--- config.mk ---
export PLATFORM = sky130hd
export DESIGN_NAME = div_unit_flat
export DESIGN_NICKNAME = d
export VERILOG_FILES = /design/src/rtl/div_unit_if.sv /design/src/rtl/div_unit.sv /design/src/flat_wrapper.sv
export SDC_FILE = /design/constraint.sdc
export NUM_CORES = 1
export LEC_CHECK = 0
export BUFFER_PORTS_ARGS = -buffer_cell sky130_fd_sc_hd__buf_2
export CORE_MARGIN = 4
export CORE_UTILIZATION = 55
export CTS_BUF_LIST = sky130_fd_sc_hd__clkbuf_16
export CTS_CLUSTER_SIZE = 25
export DETAILED_ROUTE_END_ITERATION = 10
export MAX_ROUTING_LAYER = met4
export PLACE_DENSITY_LB_ADDON = 0.1
export SKIP_LAST_GASP = 1
export SLEW_MARGIN = 25
export SYNTH_ARGS = -nofsm -noshare
export SYNTH_HDL_FRONTEND = slang
export SYNTH_SLANG_ARGS = --single-unit
--- constraint.sdc ---
create_clock -name clk -period 6.2 [get_ports clk]
set_input_delay 1.24 -clock clk [delete_from_list [all_inputs] [get_ports clk]]
set_output_delay 1.24 -clock clk [all_outputs]
set_load 0.02 [all_outputs]
--- src/rtl/div_unit_if.sv ---
// Issue/result bundle between the EX stage and the iterative divider.
// master = pipeline side, slave = divider side.
interface div_unit_if #(
   parameter int XLEN = 32
);
   logic            flush;
   logic            start;
   logic [1:0]      op;
   logic [XLEN-1:0] rs1_val;
   logic [XLEN-1:0] rs2_val;
   logic [4:0]      rd_in;
   logic            busy;
   logic            stall;
   logic            done;
   logic [XLEN-1:0] result;
   logic [4:0]      rd_out;

   modport master (
      output flush, start, op, rs1_val, rs2_val, rd_in,
      input  busy, stall, done, result, rd_out
   );

   modport slave (
      input  flush, start, op, rs1_val, rs2_val, rd_in,
      output busy, stall, done, result, rd_out
   );
endinterface

--- src/rtl/div_unit.sv ---
// Radix-2 restoring divider for RV32M DIV/DIVU/REM/REMU.
// Iterates on operand magnitudes and applies the signs in a final FIX step.
module div_unit #(
   parameter int XLEN = 32
) (
   input  logic       clk,
   input  logic       rst,
   div_unit_if.slave  bus
);
   localparam int CW = $clog2(XLEN) + 1;

   typedef enum logic [1:0] {IDLE, CALC, FIX, DONE} state_t;

   state_t          r_state, w_next;
   logic [1:0]      r_op;
   logic [4:0]      r_rd;
   logic            r_sign_q, r_sign_r;
   logic [XLEN-1:0] r_rem, r_quo, r_div;
   logic [CW-1:0]   r_cnt;
   logic [XLEN-1:0] r_result;
   logic [4:0]      r_rd_out;

   logic            w_accept, w_signed, w_div0, w_ovf, w_special, w_last;
   logic [XLEN-1:0] w_abs1, w_abs2, w_spec_res, w_fix_res, w_diff, w_quo_sh;
   logic [XLEN:0]   w_sh;
   logic            w_ge;

   assign w_accept = (r_state == IDLE) && bus.start && !bus.flush;
   assign w_signed = !bus.op[0];
   assign w_div0   = (bus.rs2_val == '0);
   assign w_ovf    = w_signed && (bus.rs1_val == {1'b1, {(XLEN-1){1'b0}}}) &&
                     (bus.rs2_val == '1);
   assign w_special = w_div0 || w_ovf;
   assign w_abs1   = (w_signed && bus.rs1_val[XLEN-1]) ? -bus.rs1_val : bus.rs1_val;
   assign w_abs2   = (w_signed && bus.rs2_val[XLEN-1]) ? -bus.rs2_val : bus.rs2_val;

   // Divide-by-zero returns the raw dividend as remainder; overflow yields MIN / 0.
   always_comb begin
      w_spec_res = '0;
      if (w_div0)
         w_spec_res = bus.op[1] ? bus.rs1_val : '1;
      else
         w_spec_res = bus.op[1] ? '0 : {1'b1, {(XLEN-1){1'b0}}};
   end

   // Remainder never reaches the divisor, so the XLEN-bit difference is exact when w_ge.
   assign w_sh     = {r_rem, r_quo[XLEN-1]};
   assign w_quo_sh = {r_quo[XLEN-2:0], 1'b0};
   assign w_ge     = (w_sh >= {1'b0, r_div});
   assign w_diff   = w_sh[XLEN-1:0] - r_div;
   assign w_last   = (r_cnt == CW'(XLEN-1));

   assign w_fix_res = r_op[1] ? (r_sign_r ? -r_rem : r_rem)
                              : (r_sign_q ? -r_quo : r_quo);

   always_ff @(posedge clk or posedge rst) begin
      if (rst) r_state <= IDLE;
      else     r_state <= w_next;
   end

   always_comb begin
      w_next = r_state;
      unique case (r_state)
         IDLE: if (w_accept) w_next = w_special ? DONE : CALC;
         CALC: if (w_last)   w_next = FIX;
         FIX:                w_next = DONE;
         DONE:               w_next = IDLE;
         default:            w_next = IDLE;
      endcase
      if (bus.flush) w_next = IDLE;
   end

   always_comb begin
      bus.busy  = (r_state != IDLE);
      bus.stall = ((r_state == IDLE) && bus.start && !bus.flush) ||
                  (r_state == CALC) || (r_state == FIX);
      bus.done  = (r_state == DONE);
   end

   always_ff @(posedge clk or posedge rst) begin
      if (rst) begin
         r_op     <= '0;
         r_rd     <= '0;
         r_sign_q <= 1'b0;
         r_sign_r <= 1'b0;
         r_rem    <= '0;
         r_quo    <= '0;
         r_div    <= '0;
         r_cnt    <= '0;
         r_result <= '0;
         r_rd_out <= '0;
      end else begin
         unique case (r_state)
            IDLE: if (w_accept) begin
               r_op     <= bus.op;
               r_rd     <= bus.rd_in;
               r_sign_q <= w_signed && (bus.rs1_val[XLEN-1] ^ bus.rs2_val[XLEN-1]);
               r_sign_r <= w_signed && bus.rs1_val[XLEN-1];
               r_rem    <= '0;
               r_quo    <= w_abs1;
               r_div    <= w_abs2;
               r_cnt    <= '0;
               if (w_special) begin
                  r_result <= w_spec_res;
                  r_rd_out <= bus.rd_in;
               end
            end
            CALC: begin
               r_rem <= w_ge ? w_diff : w_sh[XLEN-1:0];
               r_quo <= {w_quo_sh[XLEN-1:1], w_ge};
               r_cnt <= r_cnt + 1'b1;
            end
            FIX: if (!bus.flush) begin
               r_result <= w_fix_res;
               r_rd_out <= r_rd;
            end
            default: ;
         endcase
      end
   end

   assign bus.result = r_result;
   assign bus.rd_out = r_rd_out;
endmodule

--- src/flat_wrapper.sv ---
// flat-port wrapper written by rule: the top's interface ports become plain ports
module div_unit_flat 
#(
   parameter int XLEN = 32
)
  (clk, rst, bus_flush, bus_start, bus_op, bus_rs1_val, bus_rs2_val, bus_rd_in, bus_busy, bus_stall, bus_done, bus_result, bus_rd_out);
  div_unit_if #(.XLEN(XLEN)) bus_i ();
  input  logic clk;
  input  logic rst;
  input wire logic [$bits(bus_i.flush)-1:0] bus_flush;
  input wire logic [$bits(bus_i.start)-1:0] bus_start;
  input wire logic [$bits(bus_i.op)-1:0] bus_op;
  input wire logic [$bits(bus_i.rs1_val)-1:0] bus_rs1_val;
  input wire logic [$bits(bus_i.rs2_val)-1:0] bus_rs2_val;
  input wire logic [$bits(bus_i.rd_in)-1:0] bus_rd_in;
  output wire logic [$bits(bus_i.busy)-1:0] bus_busy;
  output wire logic [$bits(bus_i.stall)-1:0] bus_stall;
  output wire logic [$bits(bus_i.done)-1:0] bus_done;
  output wire logic [$bits(bus_i.result)-1:0] bus_result;
  output wire logic [$bits(bus_i.rd_out)-1:0] bus_rd_out;
  assign bus_i.flush = bus_flush;
  assign bus_i.start = bus_start;
  assign bus_i.op = bus_op;
  assign bus_i.rs1_val = bus_rs1_val;
  assign bus_i.rs2_val = bus_rs2_val;
  assign bus_i.rd_in = bus_rd_in;
  assign bus_busy = bus_i.busy;
  assign bus_stall = bus_i.stall;
  assign bus_done = bus_i.done;
  assign bus_result = bus_i.result;
  assign bus_rd_out = bus_i.rd_out;
  div_unit #(.XLEN(XLEN)) u_core (.clk(clk), .rst(rst), .bus(bus_i));
endmodule
=== Word-level counts from Yosys, hierarchy flattened ===
Index checks and enable logic that the tools add are counted.

* $add $sub $neg: 6
* Muxes and demuxes: 28
* Multiply operators: 0
* Shift-type cells: 0
* Reductions and logical operators: 21
* Div/mod/pow operators: 0
* Equal/unequal tests: 11
* Bitwise operators: 1
* $lt $le $gt $ge: 1

{| class="wikitable"
|+ Operator list
! cell !! count
|-
| $mux W32 || 14
|-
| $pmux W32 S2 || 3
|-
| $neg A32 Y32 || 4
|-
| $eq A32 B32 Y1 const B || 2
|-
| $ge A33 B32 Y1 || 1
|-
| $logic_not A32 Y1 || 1
|-
| $sub A32 B32 Y32 || 1
|-
| $mux W5 || 3
|-
| $pmux W6 S2 || 1
|-
| $pmux W5 S2 || 1
|-
| $mux W2 || 4
|-
| $pmux W2 S4 || 1
|-
| $logic_and A1 B1 Y1 || 7
|-
| $add A6 B1 Y6 const B || 1
|-
| $eq A6 B5 Y1 const B || 1
|-
| $mux W6 || 1
|-
| $ne A3 B2 Y1 const B || 2
|-
| $reduce_and A2 Y1 || 3
|-
| $reduce_bool A2 Y1 || 3
|-
| $eq A2 B2 Y1 const B || 2
|-
| $ne A2 B1 Y1 const B || 2
|-
| $reduce_and A4 Y1 || 1
|-
| $logic_or A1 B1 Y1 || 3
|-
| $eq A2 B1 Y1 const B || 1
|-
| 4 further kinds || 5
|}

* RAM bits: 0
* Bits in read-only memories: 0
* Output and inout bits: 40
* Latch bits: 0
* Register bits after elaboration: 150
* Logic and storage cells: 79
* Memories: 0

=== Depth between registers and ports, before layout ===
* Word-level depth: 8
* Mapped depth: 13

=== Worst setup path before layout ===
No wires, ideal clock.

* Kind: input to register
* Start point: input port bus_rs1_val[13]
* End point: register u_core.r_result[26], in the netlist u_core.bus.result[26]
* Arrival: 3836 ps
* Path buffers: 2
* Path slack: 2231 ps
* Required time: 6067 ps
* Stages on the path: 11
* Cell sequence: or4_1 > or4_1 > or3_1 > nor3_1 > a31o_2 > nand3_1 > a21o_1 > clkbuf_1 > clkbuf_1 > a211oi_1 > a21oi_1

* Cells in the longest elaborated chain, start to end: 6

{| class="wikitable"
|+ Ends and longest elaborated chain
! item !! line !! RTL
|-
| start: declaration || flat_wrapper.sv:13 || <nowiki>input wire logic [$bits(bus_i.rs1_val)-1:0] bus_rs1_val;</nowiki>
|-
| $eq A32 B32 Y1 || div_unit.sv:31 || <nowiki>assign w_ovf = w_signed && (bus.rs1_val == {1'b1, {(XLEN-1){1'b0}}}) &&</nowiki>
|-
| $logic_and A1 B1 Y1 (2 in a row) || div_unit.sv:31 ||
|-
| $logic_or A1 B1 Y1 || div_unit.sv:33 || <nowiki>assign w_special = w_div0 || w_ovf;</nowiki>
|-
| $ne A2 B1 Y1 (no line) || n/a ||
|-
| $reduce_and A4 Y1 (no line) || n/a ||
|-
| end signal: assignment || div_unit.sv:104 || <nowiki>r_result <= w_spec_res;</nowiki>
|-
| end signal: assignment || div_unit.sv:114 || <nowiki>r_result <= w_fix_res;</nowiki>
|-
| end: declaration || div_unit.sv:20 || <nowiki>logic [XLEN-1:0] r_result;</nowiki>
|}

Every way passes these cells.
A chain may end at the register's enable or synchronous reset.

=== Worst setup path after layout ===
* Start point: input port bus_rs1_val[13]
* End point: register u_core.r_result[31], in the netlist u_core.bus.result[31]

The elaborated chain is that of the path after synthesis.

==> results.yml <==
finish:
  nFillCells: 1854
  final_layout_size_suffix_gt1_share_pct: 12.2
  layout_commonest_cell: "o21ai_0"
  final_nets: 1611
  layout_common_cells: "o21ai_0, nand2_1, dfrtp_1"
  register_area_um2: 3730
  stdcell_count: 1775
  multi_input_area_um2: 7080
  n_antenna_cell: 0
  area.growth.synth_to_final_pct: 12.3
timing:
  setup-violations-final: 0
  finalHoldViolCount: 0
  min_period_ns: 4.26
  skew_ns: 0.0118
  slew_headroom_pct: 35.8
  maxSlewViolCount: 0
  rsz0062_at_grt: "false"
  finalSetupTns_ns: 0
  fin_ws_ns: 1.94
  finalCritPeriodShare_pct: 68.6
  fmax_mhz: 235
  worstMarginPinSlew_ns: 0.963
pwr:
  peakVddDrop_v: 0.000296
  leakagePower_nw: 5.70
  cellPowerDensity_nw_per_um2: 510
clock_network:
  clk_path_buf_depth: 2
  numCtsBuffers: 17
  htree_levels: 4
  postCtsHoldBufs: 0
  path_clk_slew_ns: 0.06
  post_cts_resized: 0
  post_cts_buffers: 0
  cts_tree: "done"
  worstSkewPairLatency_ns: 0.43
  clkSinkCount: 149
  cts.root.buffer_cell: "clkbuf_16"
route:
  antenna_left: 0
  drc: 0
  drtPass1Iterations: 5
  routedWlPerCell_um: 18.2
  first_iter_violations: 783
  vias: 10700
  wl_um: 32400
  viasPerCell: 6.03
global_routing:
  grt_pass1_wl_um: 52400
  grt-ovfl-total: 0
  groute.usage.overall_pct: 29.5
  grt_max_degree: 90
  antenna_found_initial: 0
  grt_pass1_vias: 10200
place:
  placed_cells: 1742
  port_buffers: 114
  dp_hpwl_um: 23800
  dp_slack_ns: 1.53
  gp_congestion: 0.924
synth:
  synth_cells: 1426
  synth_simple_gate_area_share_pct: 18.4
  yosys.area_share.xor_xnor_pct: 10.9
  synthMuxAreaShare_pct: 3.35
  synth-warning-count: 0
  ys_seq_area_share_pct: 33.0
  synth.distinct_cells: 64
  async_flop_share_pct: 100
  synth-seq-cells: 149
  synth_top_family_by_area: "compound AO/OA/AOI/OAI gates"
  synthFlopType: "dfrtp_1"
  synth_compound_area_share_pct: 24.7
  synth_edf_count: 0
  syn-num-nets: 1545
  avgSynthCellArea_um2: 7.93
  netlist_area_um2: 11300
  yosys.area_share.adder_pct: 4.94
flow_run:
  drv_cap: 0
worst_setup_path:
  endpoint_kind: "flip-flop"
  critPathRequiredTime_ns: 6.57
  r2r.worst_path.cells: 10
  path_cells: "buf_2 > or4_1 > or4_1 > or3_1 > nor3_1 > a31o_2 > nand3_1 > a21o_2 > buf_4 > a2111oi_2 > a21o_1"
  worst-path-max-fanout: 51
  critPathMaxStageDelay_ns: 0.60
  critPathKind: "in2reg"
  r2r-start: "u_core.r_rem[7]"
  rr_endpoint: "u_core.r_rem[3]"
  crit_arrival_ns: 4.63
  ff2ff_setup_slack_ns: 1.96
  worst_setup_path_start_kind: "input pin"
  cpMostUsedCell: "or4_1"
  cpMaxStageDelayCell: "or4_1"
floorplanning:
  initial_core_util_pct: 55.9
  die_h_um: 151
  core_um2: 20200
  die-width_um: 151
  num_rows: 52
  dieArea_um2: 22900
  ios: 115
min_path:
  min_path_type: "reg2reg"
  min_from: "u_core.bus.result[25]"
  holdPathEnd: "u_core.bus.result[25]"
  hold_depth: 1
status:
  status: "completed"
critical path: cells and delay by family:
kind / cells / cell delay, ns
simple gates: 5 / 1.85
compound gates: 4 / 1.06
buf+inv: 2 / 0.44
state kept, by name, indices dropped and copies added (netlist names):
| name | flops |
|---|---|
| u_core.bus.rd_out | 5 |
| u_core.bus.result | 32 |
| u_core.r_cnt | 6 |
| u_core.r_div | 32 |
| u_core.r_op | 1 |
| u_core.r_quo | 32 |
| u_core.r_rd | 5 |
| u_core.r_rem | 32 |
| u_core.r_sign_q | 1 |
| u_core.r_sign_r | 1 |
| u_core.r_state | 2 |
logic make-up after synthesis:
family / count (synthesis)
AOI/OAI and AO/OA: 469
xor gates and xnor gates: 141
adders and majority gates: 44
buffers and inverters: 139
DFF: 149
muxes: 37
and+or+nand+nor: 447
layer usage:
| metal | wire (um) | GRT usage, % |
|---|---|---|
| met1 | 14400 | 39.8 |
| met2 | 15400 | 46.8 |
| met3 | 1800 | 4.19 |
| met4 | 756 | 7.93 |
| met5 | 0 | - |
cells in the mapped netlist (27+ instances only):
cell	n	share of area, %
a21o_1	29	1.9
a21oi_1	107	4.7
clkbuf_1	73	2.4
dfrtp_1	149	33
ha_1	43	4.8
inv_1	58	1.9
mux2i_1	30	2.7
nand2_1	204	6.8
nor2_1	86	2.9
o21ai_0	209	9.3
o31ai_1	27	1.8
xnor2_1	71	5.5
xor2_1	70	5.4
final cells by class:
class | instances | share of cell area (%)
flip-flops and latches | 149 | 29.4
repair buffers | 127 | 5.42
multi-input cells | 1138 | 55.7
well taps | 270 | 2.66
clock inverters | 15 | 1.67
inverters | 59 | 1.78
clock buffers | 17 | 3.35
power breakdown:
group          internal, W  switching, W
clock network     0.000710      0.000435
registers          0.00131      0.000471
logic              0.00144       0.00212
total              0.00346       0.00302
how the worst max path moves through the flow:
| stage | start | endpoint | cells past startpoint |
|---|---|---|---|
| final | bus_rs1_val[13] | u_core.bus.result[31] | 11 |
| after global routing | u_core.r_rem[7] | u_core.r_rem[16] | 10 |
| after CTS | u_core.r_rem[7] | u_core.r_rem[3] | 10 |
| after detailed placement | bus_rs1_val[13] | u_core.bus.result[31] | 11 |
| after global placement | bus_rs1_val[13] | u_core.bus.result[31] | 11 |
| after floorplan | rst | u_core.bus.rd_out[0] | 1 |
stage by stage:
stage	cell area (um2)	total power (W)	util, %	hold slack (ns)
6_report	12700	0.00648	62.8	0.470
3_3_place_gp	12000	0.00519	59.4	0.455
2_1_floorplan	11300	0.00436	-	0.449
5_1_grt	12700	0.00700	62.8	0.492
3_5_place_dp	12000	0.00527	59.5	0.462
4_1_cts	12700	0.00644	62.6	0.476
Power figures use the tool's default switching activity.
